==> src/rtl/ent_ram_arbiter.sv <==
// ent_ram_arbiter: shares one single-port entity/tile RAM between renderer
// lookups (absolute priority), a buffered game-write FIFO and game reads.
// Game reads are granted only once the write FIFO is empty (read-own-writes).
// Optional build macro ENT_ARB_STATS_EN adds a saturating stall counter port.
`timescale 1ns/1ps

module ent_ram_arbiter #(
  parameter int unsigned ADDR_W     = 11,
  parameter int unsigned DATA_W     = 2,
  parameter int unsigned FIFO_DEPTH = 4
) (
  input  logic              vga_clk,
  input  logic              reset,
  input  logic              r_req,
  input  logic [ADDR_W-1:0] r_addr,
  output logic [DATA_W-1:0] r_data,
  output logic              r_valid,
  input  logic              g_rd_req,
  input  logic [ADDR_W-1:0] g_rd_addr,
  output logic              g_rd_gnt,
  output logic [DATA_W-1:0] g_rd_data,
  output logic              g_rd_valid,
  input  logic              g_wr_valid,
  input  logic [ADDR_W-1:0] g_wr_addr,
  input  logic [DATA_W-1:0] g_wr_data,
  output logic              g_wr_ready,
  output logic              wr_empty,
  output logic              mem_en,
  output logic              mem_we,
  output logic [ADDR_W-1:0] mem_addr,
  output logic [DATA_W-1:0] mem_wdata,
`ifdef ENT_ARB_STATS_EN
  output logic [15:0]       stall_cnt,
`endif
  input  logic [DATA_W-1:0] mem_rdata
);

  localparam int unsigned PTR_W = (FIFO_DEPTH > 1) ? $clog2(FIFO_DEPTH) : 1;
  localparam int unsigned CNT_W = PTR_W + 1;

  typedef struct packed {
    logic [ADDR_W-1:0] addr;
    logic [DATA_W-1:0] data;
  } wr_entry_t;

  typedef enum logic [1:0] {
    SLOT_IDLE   = 2'd0,
    SLOT_RENDER = 2'd1,
    SLOT_DRAIN  = 2'd2,
    SLOT_GAME   = 2'd3
  } slot_t;

  wr_entry_t         fifo_q [FIFO_DEPTH];
  logic [PTR_W-1:0]  wr_ptr_q;
  logic [PTR_W-1:0]  rd_ptr_q;
  logic [CNT_W-1:0]  count_q;
  logic              fifo_full;
  logic              fifo_empty;
  logic              push;
  logic              pop;
  slot_t             slot;
  wr_entry_t         head;

  logic              nxt_mem_en;
  logic              nxt_mem_we;
  logic [ADDR_W-1:0] nxt_mem_addr;
  logic [DATA_W-1:0] nxt_mem_wdata;

  logic              tag1_r_q;
  logic              tag1_g_q;

  assign fifo_full  = (count_q == CNT_W'(FIFO_DEPTH));
  assign fifo_empty = (count_q == '0);
  assign g_wr_ready = !fifo_full;
  assign wr_empty   = fifo_empty;
  assign push       = g_wr_valid && !fifo_full;
  assign head       = fifo_q[rd_ptr_q];

  // Fixed-priority slot decision and next RAM command
  always_comb begin
    slot          = SLOT_IDLE;
    nxt_mem_en    = 1'b0;
    nxt_mem_we    = 1'b0;
    nxt_mem_addr  = mem_addr;
    nxt_mem_wdata = mem_wdata;
    if (r_req) begin
      slot = SLOT_RENDER;
    end else if (!fifo_empty) begin
      slot = SLOT_DRAIN;
    end else if (g_rd_req) begin
      slot = SLOT_GAME;
    end
    case (slot)
      SLOT_RENDER: begin
        nxt_mem_en   = 1'b1;
        nxt_mem_addr = r_addr;
      end
      SLOT_DRAIN: begin
        nxt_mem_en    = 1'b1;
        nxt_mem_we    = 1'b1;
        nxt_mem_addr  = head.addr;
        nxt_mem_wdata = head.data;
      end
      SLOT_GAME: begin
        nxt_mem_en   = 1'b1;
        nxt_mem_addr = g_rd_addr;
      end
      default: ;
    endcase
  end

  assign pop       = (slot == SLOT_DRAIN);
  assign g_rd_gnt  = (slot == SLOT_GAME);
  assign r_data    = mem_rdata;
  assign g_rd_data = mem_rdata;

  // Write FIFO storage (flushed by pointer reset, contents need no reset)
  always_ff @(posedge vga_clk) begin
    if (push) begin
      fifo_q[wr_ptr_q] <= '{addr: g_wr_addr, data: g_wr_data};
    end
  end

  // Write FIFO pointers and occupancy
  always_ff @(posedge vga_clk or posedge reset) begin
    if (reset) begin
      wr_ptr_q <= '0;
      rd_ptr_q <= '0;
      count_q  <= '0;
    end else begin
      if (push) wr_ptr_q <= wr_ptr_q + PTR_W'(1);
      if (pop)  rd_ptr_q <= rd_ptr_q + PTR_W'(1);
      case ({push, pop})
        2'b10:   count_q <= count_q + CNT_W'(1);
        2'b01:   count_q <= count_q - CNT_W'(1);
        default: count_q <= count_q;
      endcase
    end
  end

  // Registered RAM command presented the cycle after the decision
  always_ff @(posedge vga_clk or posedge reset) begin
    if (reset) begin
      mem_en    <= 1'b0;
      mem_we    <= 1'b0;
      mem_addr  <= '0;
      mem_wdata <= '0;
    end else begin
      mem_en    <= nxt_mem_en;
      mem_we    <= nxt_mem_we;
      mem_addr  <= nxt_mem_addr;
      mem_wdata <= nxt_mem_wdata;
    end
  end

  // Two-stage read tag pipeline steering RAM data to its requester
  always_ff @(posedge vga_clk or posedge reset) begin
    if (reset) begin
      tag1_r_q   <= 1'b0;
      tag1_g_q   <= 1'b0;
      r_valid    <= 1'b0;
      g_rd_valid <= 1'b0;
    end else begin
      tag1_r_q   <= (slot == SLOT_RENDER);
      tag1_g_q   <= (slot == SLOT_GAME);
      r_valid    <= tag1_r_q;
      g_rd_valid <= tag1_g_q;
    end
  end

`ifdef ENT_ARB_STATS_EN
  logic stall;
  assign stall = (g_wr_valid && !g_wr_ready) || (g_rd_req && !g_rd_gnt);

  // Saturating count of cycles where game traffic was held off
  always_ff @(posedge vga_clk or posedge reset) begin
    if (reset) begin
      stall_cnt <= '0;
    end else if (stall && (stall_cnt != 16'hFFFF)) begin
      stall_cnt <= stall_cnt + 16'd1;
    end
  end
`endif

endmodule
==> config.mk <==
export PLATFORM = sky130hd
export DESIGN_NAME = ent_ram_arbiter
export DESIGN_NICKNAME = d
export VERILOG_FILES = /design/src/rtl/ent_ram_arbiter.sv
export SDC_FILE = /design/constraint.sdc
export NUM_CORES = 1
export LEC_CHECK = 0
export BUFFER_PORTS_ARGS = -buffer_cell sky130_fd_sc_hd__buf_2
export CAP_MARGIN = 20
export CORE_UTILIZATION = 54
export DETAILED_ROUTE_END_ITERATION = 7
export PLACE_DENSITY = 0.83
export SKIP_CTS_REPAIR_TIMING = 1
export SLEW_MARGIN = 20
export SYNTH_ARGS = -nofsm -noshare
export SYNTH_HDL_FRONTEND = slang
export SYNTH_SLANG_ARGS = --single-unit
==> constraint.sdc <==
create_clock -name vga_clk -period 2.7 [get_ports vga_clk]
set_input_delay 0.405 -clock vga_clk [delete_from_list [all_inputs] [get_ports vga_clk]]
set_output_delay 0.405 -clock vga_clk [all_outputs]
set_load 0.01 [all_outputs]
==> flow_metrics.tcl, run 1 <==
set metrics [dict create \
    cp_max_fo 6 \
    required_ns 2.98 \
    status "finished, violations left" \
    overflow 0 \
    core_um2 5642 \
    p_leak_nw 1.475 \
    multiInputGateArea_um2 867.1 \
    fin_tns_setup_ns 0 \
    cap_violations 0 \
    drc 0 \
    grt_max_degree 27 \
    max_freq_ghz 0.4432 \
    wire_per_inst_um 17.08 \
    synth-seq-area-share_pct 68.29 \
    r2r-start "count_q[0]" \
    cts_max_path_buffers 2 \
    whs_ns -0.002288 \
    totalWireLength_um 5687 \
    die_w_um 79.45 \
    ant_nets 0 \
    layout_setup_ws_ns 0.4438 \
    rows 27 \
    portBuffers 59 \
    synth_async_sr_flop_share_pct 33.33 \
    die_h_um 79.45 \
    cts_buffers 9 \
    crit_arrival_ns 2.53 \
    fin_crit_ns 2.256 \
    finalNetCount 304 \
    finalPower_mw 3.721 \
    worst_pin_slew_ns 0.7047 \
    grt_pass1_wl_um 9108 \
    layout.area.seq_um2 2212 \
    hold_viol 8 \
    synth_area_um2 3239 \
    design_area_um2 3746 \
    synthTopCellsByCount "edfxtp_1 (52), dfrtp_1 (26), mux4_2 (13), nand3_1 (13), nor3_1 (11)" \
    avgSynthCellArea_um2 16.36 \
    finClkSkew_ns 0.009674 \
    crit_chain "or3b_1, and2_4, inv_1, ha_1, inv_1, fa_1, xor2_1, nor2_1, xor2_1" \
    hp-class "in2async" \
    yosysWarnings 0 \
    finalCritPeriodShare_pct 83.56 \
    timing.rr.end "count_q[2]" \
    synth_top_area_cell "edfxtp_1" \
    vias_per_cell 5.574 \
    finalSetupViolations 0 \
    htree_levels 3 \
    layout.cells.non_filler 333 \
    ioPinCount 66 \
    maxSlewViolCount 0 \
    clk_pin_slew_ns 0.08 \
    crit_path_end_kind "flop" \
    synth.top_cells.by_area "edfxtp_1 (48%), dfrtp_1 (20%), mux4_2 (9.0%), nand3_1 (2.0%), a31oi_1 (1.9%)" \
    power.density_nw_per_um2 993.4 \
    first_pass_iters 4 \
    vias 1856 \
    ys.flop_type "edfxtp_1" \
    syn_nets 246 \
    gp_congestion 0.7673 \
    crit_type "reg2reg" \
    synth_edf_count 52 \
    synth_seq_cells 78 \
    first_iter_violations 90 \
    antenna_found_initial 0 \
    synth_top_area_share_pct 48.20 \
    dp_cells 316 \
    clkLatencyLatePin_ns 0.35 \
    grt_setup_unrepaired "no" \
    grt_pass1_vias 1892 \
    final_util_pct 66.40 \
    grtUsageTotal_pct 20.38 \
    cts_root_buf "clkbuf_8" \
    cts_tree "yes" \
    critPathMaxStageDelay_ns 0.46 \
    placed_cell_area_um2 3538 \
    cp_slowest_cell "or3b_1" \
    dpl.hpwl_um 3865 \
    dp_worst_setup_slack_ns 0.4708 \
    violations "hold timing" \
    critPathLaunchType "flop" \
    syn_inst 198 \
    fillers 387 \
    peakVddDrop_mv 0.4221 \
    die_area_um2 6312 \
    cts_sinks 78 \
    n_antenna_cell 0 \
    rrSetupSlack_ns 0.44 \
    drive_above_1_share_pct 37.55 \
    rr_worst_depth 9 \
    start_util_pct 57.42 \
    yosysUniqueCellTypes 34 \
    areaGrowthSynthToFinish_pct 15.64 \
    synth_most_common_cell "edfxtp_1" \
    relSlewSlack_pct 53.02 \
]
## cells by family after synthesis
logic type,Yosys count,share of synthesized area (%)
flops,78,68.29
simple gates,39,6.875
buf+inv,28,4.944
compound gates,24,5.214
mux,17,10.51
xor+xnor,6,1.623
fa+ha+maj,6,2.549
## cell type report
cell class | instances | area share [%]
Clock buffer | 10 | 3.407
Clock inverter | 6 | 1.403
Inverter | 11 | 1.169
Timing Repair Buffer | 64 | 9.419
Multi-Input combinational cell | 92 | 23.15
Sequential cell | 78 | 59.05
Tap cell | 72 | 2.405
## worst max-delay path by stage
stage	from	to	slack, ns	cells past startpoint
finish	count_q[0]	count_q[2]	0.44	9
global route	count_q[0]	g_rd_gnt	0.28	4
CTS	count_q[0]	g_rd_gnt	0.44	4
detailed placement	count_q[0]	count_q[2]	0.47	9
global placement	count_q[0]	count_q[2]	0.52	9
floorplan	count_q[0]	count_q[2]	0.53	9
## critical path, delay by kind of cell, from the launching register on
| family | cells | cell delay [ns] |
|---|---|---|
| XOR/XNOR | 2 | 0.32 |
| flip-flops | 1 | 0.44 |
| adder cells (fa/ha/maj) | 2 | 0.54 |
| buffers and inverters | 2 | 0.11 |
| AND/OR/NAND/NOR | 3 | 0.78 |
## per-layer routing
metal / track usage [%] / up-vias / share of wire (%)
met2: 32.05 / 64 / 48
met3: 6.514 / 13 / 6.1
met1: 24.96 / 900 / 43
met4: 11.27 / 0 / 2.3
li1: - / 879 / -
met5: 0 / - / 0
## state kept, by name, summed over array words and instances (netlist names), 2 cells and up
register,cells
fifo_q,52
count_q,3
mem_wdata,2
mem_addr,11
rd_ptr_q,2
wr_ptr_q,2
## cells in the final DEF, fill, tap and decap left out, drive strengths merged
cell	synthesis	routed
buf	13	64
edfxtp	52	52
dfrtp	26	26
nand3	14	14
mux4	13	13
nor3	11	11
a31oi	10	10
inv	11	10
clkbuf	4	10
a32oi	7	7
o21ai	6	6
clkinv	0	6
ha	5	5
and3	4	4
xnor2	3	3
xor2	3	3
mux2	3	3
nor4	2	2
nor2	2	2
or3b	1	1
and2	1	1
or3	1	1
nand2	1	1
nor2b	1	1
o2111ai	1	1
or2	1	1
mux2i	1	1
fa	1	1
bufinv	0	1
## where the power goes
group / internal [mW] / total (mW) / switching (mW)
Sequential: 1.61 / 1.78 / 0.168
Combinational: 0.548 / 1.13 / 0.580
Clock: 0.416 / 0.816 / 0.400
Total: 2.57 / 3.72 / 1.15
Power figures use the tool's default switching activity.
==> run 2, diff against run 1 <==
==> constraint.sdc (replaced) <==
create_clock -name vga_clk -period 2.2 [get_ports vga_clk]
set_input_delay 0.33 -clock vga_clk [delete_from_list [all_inputs] [get_ports vga_clk]]
set_output_delay 0.33 -clock vga_clk [all_outputs]
set_load 0.01 [all_outputs]
==> run 2 against run 1 <==
Net effect:
- the run now ends clean
- clock power up 23%
- die area unchanged
- critical path depth stayed put
- worst hold slack better by 0.033 ns
- worst setup slack got worse by 0.37 ns
- global-route usage increased by 0.83 points
- non-clock buffer count up 6
- core utilization grew 0.84 points
- sequential power rose by 23%
- combinational power grew 29%
==> flow_metrics.tcl, run 2 (same netlist as run 1, synthesis figures left out) <==
set metrics [dict create \
    drive_above_1_share_pct 41.95 \
    cts_sinks 78 \
    clk_pin_slew_ns 0.07 \
    critPathMaxStageDelay_ns 0.44 \
    crit_start "count_q[0]" \
    crit_type "reg2reg" \
    finalCritPeriodShare_pct 96.50 \
    antenna_found_initial 0 \
    finClkSkew_ns 0.007504 \
    status "complete, no violations" \
    vias 1937 \
    placed_cell_area_um2 3568 \
    n_antenna_cell 0 \
    relSlewSlack_pct 52.01 \
    max_freq_ghz 0.4710 \
    areaGrowthSynthToFinish_pct 17.11 \
    required_ns 2.47 \
    rr_worst_depth 9 \
    htree_levels 3 \
    worst_pin_slew_ns 0.7199 \
    fillers 397 \
    cp_max_fo 6 \
    crit_arrival_ns 2.39 \
    critPathLaunchType "flop" \
    grtUsageTotal_pct 21.21 \
    die_w_um 79.45 \
    portBuffers 59 \
    clkLatencyLatePin_ns 0.34 \
    totalWireLength_um 5968 \
    gp_congestion 0.7707 \
    cts_tree "yes" \
    critPathCapture "count_q[2]" \
    dpl.hpwl_um 4003 \
    grt_setup_unrepaired "yes" \
    dp_worst_setup_slack_ns 0.01540 \
    largest_reg_flops 52 \
    layout_common_cells "buf_2 (59), edfxtp_1 (52), dfrtp_1 (24), mux4_2 (13), nand3_1 (13)" \
    layout.cells.non_filler 339 \
    power.density_nw_per_um2 1227 \
    rrSetupSlack_ns 0.08 \
    grt_pass1_wl_um 9522 \
    ioPinCount 66 \
    first_iter_violations 61 \
    wire_per_inst_um 17.60 \
    fin_crit_ns 2.123 \
    design_area_um2 3794 \
    timing.rr.end "count_q[2]" \
    drc 0 \
    first_pass_iters 7 \
    cts_buffers 9 \
    die_area_um2 6312 \
    r2r-start "count_q[0]" \
    p_leak_nw 1.503 \
    crit_path_end_kind "flop" \
    cts_max_path_buffers 2 \
    finalPower_mw 4.654 \
    fin_tns_setup_ns 0 \
    overflow 0 \
    hp-class "in2async" \
    die_h_um 79.45 \
    finalNetCount 310 \
    rows 27 \
    start_util_pct 57.42 \
    core_um2 5642 \
    grt_pass1_vias 1930 \
    hold_viol 0 \
    final_common_cell "buf_2" \
    peakVddDrop_mv 0.5870 \
    top_regs "fifo_q x52, mem_addr x11, count_q x3" \
    ant_nets 0 \
    largest_register "fifo_q" \
    finalSetupViolations 0 \
    vias_per_cell 5.714 \
    maxSlewViolCount 0 \
    cp_slowest_cell "dfrtp_2" \
    layout_setup_ws_ns 0.07706 \
    crit_chain "or3b_4, and2_4, inv_1, ha_2, inv_1, fa_2, xor2_1, nor2_1, xor2_1" \
    cts_root_buf "clkbuf_8" \
    grt_max_degree 27 \
    dp_cells 320 \
    cap_violations 0 \
]
[run 2: layout make-up]
| cell class | count | area [um2] | share of cell area (%) |
|---|---|---|---|
| sequential | 78 | 2215 | 58.38 |
| multi-input combinational | 92 | 882.1 | 23.25 |
| timing repair buffer | 70 | 381.6 | 10.06 |
| clock buffer | 10 | 127.6 | 3.364 |
| tap | 72 | 90.09 | 2.375 |
| clock inverter | 6 | 53.80 | 1.418 |
| inverter | 11 | 43.79 | 1.154 |
[run 2: critical path, delay by kind of cell, from the launching register on]
family	cells	cell delay (ns)
buf+inv	2	0.10
flops	1	0.44
simple gates	3	0.68
xor+xnor	2	0.32
fa+ha+maj	2	0.51
[run 2: power breakdown]
group	leakage [nW]	total, mW	switching [mW]	internal, mW
combinational	0.622	1.46	0.739	0.721
clock	0.0972	1.00	0.489	0.513
sequential	0.783	2.19	0.214	1.98
total	1.50	4.65	1.44	3.21
[run 2: per-stage QoR]
stage / hold WS [ns] / utilization (%)
floorplan: 0.3312 / -
global placement: 0.3367 / 63.25
detailed placement: 0.3362 / 63.25
CTS: 0.03201 / 66.47
global route: 0.07507 / 67.24
finish: 0.03081 / 67.24
[run 2: layer usage]
layer  routed length [um]  global-route usage [%]  share of wire [%]  up-vias
met5                    0                       0                  0        -
met2                 2911                   33.33                 49       87
met1                 2603                   27.61                 44      960
met4                   82                   8.000                1.4        0
li1                     -                       -                  -      882
met3                  371                   6.857                6.2        8
[run 2: how the worst min path moves through the flow]
| stage | end |
|---|---|
| CTS | r_valid |
| floorplan | g_rd_valid |
| global route | wr_ptr_q[0] |
| global placement | g_rd_valid |
| finish | tag1_r_q |
| detailed placement | r_valid |
==> run 3, diff against run 2 <==
==> constraint.sdc (replaced) <==
create_clock -name vga_clk -period 2.2 [get_ports vga_clk]
set_input_delay 0.44 -clock vga_clk [delete_from_list [all_inputs] [get_ports vga_clk]]
set_output_delay 0.44 -clock vga_clk [all_outputs]
set_load 0.01 [all_outputs]
==> run 3 against run 2 <==
Net effect:
- via count shrank 1.9%
- critical path depth shrank 4
- sequential share of layout area shrank 0.77 points
- clock-buffer cell count grew 1
==> flow_metrics.tcl, run 3 (same netlist as run 1, synthesis figures left out) <==
set metrics [dict create \
    vias 1900 \
    hp-class "in2async" \
    first_pass_iters 4 \
    max_freq_ghz 0.4657 \
    cp_max_fo 12 \
    wire_per_inst_um 16.96 \
    vias_per_cell 5.539 \
    crit_path_end_kind "primary output" \
    cts_sinks 78 \
    fin_crit_ns 2.147 \
    cts_buffers 9 \
    final_common_cell "buf_2" \
    p_leak_nw 1.528 \
    dp_worst_setup_slack_ns 0.03521 \
    power.density_nw_per_um2 1209 \
    portBuffers 59 \
    rr_worst_depth 9 \
    critPathLaunchType "flop" \
    crit_arrival_ns 1.71 \
    cap_violations 0 \
    maxSlewViolCount 0 \
    drc 0 \
    ant_nets 0 \
    layout.cells.non_filler 343 \
    grt_max_degree 27 \
    layout_setup_ws_ns 0.05269 \
    required_ns 1.76 \
    peakVddDrop_mv 0.6713 \
    totalWireLength_um 5816 \
    status "complete, no violations" \
    die_w_um 79.45 \
    grtUsageTotal_pct 19.99 \
    largest_reg_flops 52 \
    die_h_um 79.45 \
    top_regs "fifo_q x52, mem_addr x11, count_q x3" \
    start_util_pct 57.42 \
    n_antenna_cell 0 \
    critical_path_depth 5 \
    finalNetCount 314 \
    critPathMaxStageDelay_ns 0.40 \
    hold_viol 0 \
    cts_max_path_buffers 2 \
    final_util_pct 68.06 \
    dp_cells 324 \
    finalCritPeriodShare_pct 97.61 \
    crit_type "reg2out" \
    areaGrowthSynthToFinish_pct 18.54 \
    largest_register "fifo_q" \
    clkLatencyLatePin_ns 0.34 \
    relSlewSlack_pct 53.32 \
    drive_above_1_share_pct 41.33 \
    crit_chain "buf_6, or3_4, buf_12, nor3_4, buf_2" \
    finalPower_mw 4.643 \
    cts_tree "yes" \
    gp_congestion 0.7943 \
    worst_pin_slew_ns 0.7002 \
    clk_pin_slew_ns 0.08 \
    grt_pass1_wl_um 9004 \
    htree_levels 3 \
    whs_ns 0.1404 \
    overflow 0 \
    first_iter_violations 98 \
    cts_root_buf "clkbuf_8" \
    antenna_found_initial 0 \
    cp_top_family "simple AND/OR/NAND/NOR gates" \
    cp_slowest_cell "dfrtp_1" \
    core_um2 5642 \
    dpl.hpwl_um 3944 \
    die_area_um2 6312 \
    ioPinCount 66 \
    finClkSkew_ns 0.009019 \
    layout_common_cells "buf_2 (59), edfxtp_1 (52), dfrtp_1 (26), mux4_2 (13), nand3_1 (13)" \
    grt_pass1_vias 1873 \
    rows 27 \
    critPathBufInv 3 \
    rrSetupSlack_ns 0.10 \
    finalSetupViolations 0 \
]
==> run 3: final cells by class <==
type                    count  area (um2)
clock inverters             5       26.28
repair buffers             74       445.4
multi-input cells          92       890.9
well taps                  72       90.09
clock buffers              11       131.4
flip-flops and latches     78        2212
inverters                  11       43.79
fillers                   373        1802
==> run 3: worst paths after layout <==
check                               endpoint    startpoint
worst max-delay path                g_rd_gnt    count_q[0]
worst min-delay path                 r_valid         reset
worst max register to register    count_q[2]    count_q[1]
worst min register to register       r_valid      tag1_r_q
max in group asynchronous         g_rd_valid         reset
min in group vga_clk            fifo_q[1][8]  g_wr_addr[6]
==> run 3: metrics by stage <==
| stage | TNS [ns] | area (um2) |
|---|---|---|
| 5_1_grt | -0.004216 | 3840 |
| 6_report | 0 | 3840 |
| 3_3_place_gp | 0 | 3598 |
| 4_1_cts | -0.1632 | 3756 |
| 2_1_floorplan | 0 | 3239 |
| 3_5_place_dp | 0 | 3598 |
==> run 3: where the power goes <==
group	switching (mW)	internal (mW)	total [mW]
registers	0.186	1.97	2.16
logic	0.782	0.817	1.60
clock network	0.484	0.401	0.885
==> run 3: per-layer routing <==
layer | share of wire, % | GRT usage [%]
met1 | 42 | 25.36
met2 | 50 | 31.20
met3 | 5.6 | 5.829
met4 | 1.9 | 10.55
met5 | 0 | 0
==> run 3: worst register-to-register path, stage by stage (launching register included) <==
cell and delay (ns):
dfrtp_1 0.38, or3b_4 0.41, and2_4 0.19, inv_1 0.06, ha_2 0.17, inv_1 0.05
fa_2 0.33, xor2_1 0.17, nor2_1 0.13, xor2_1 0.15
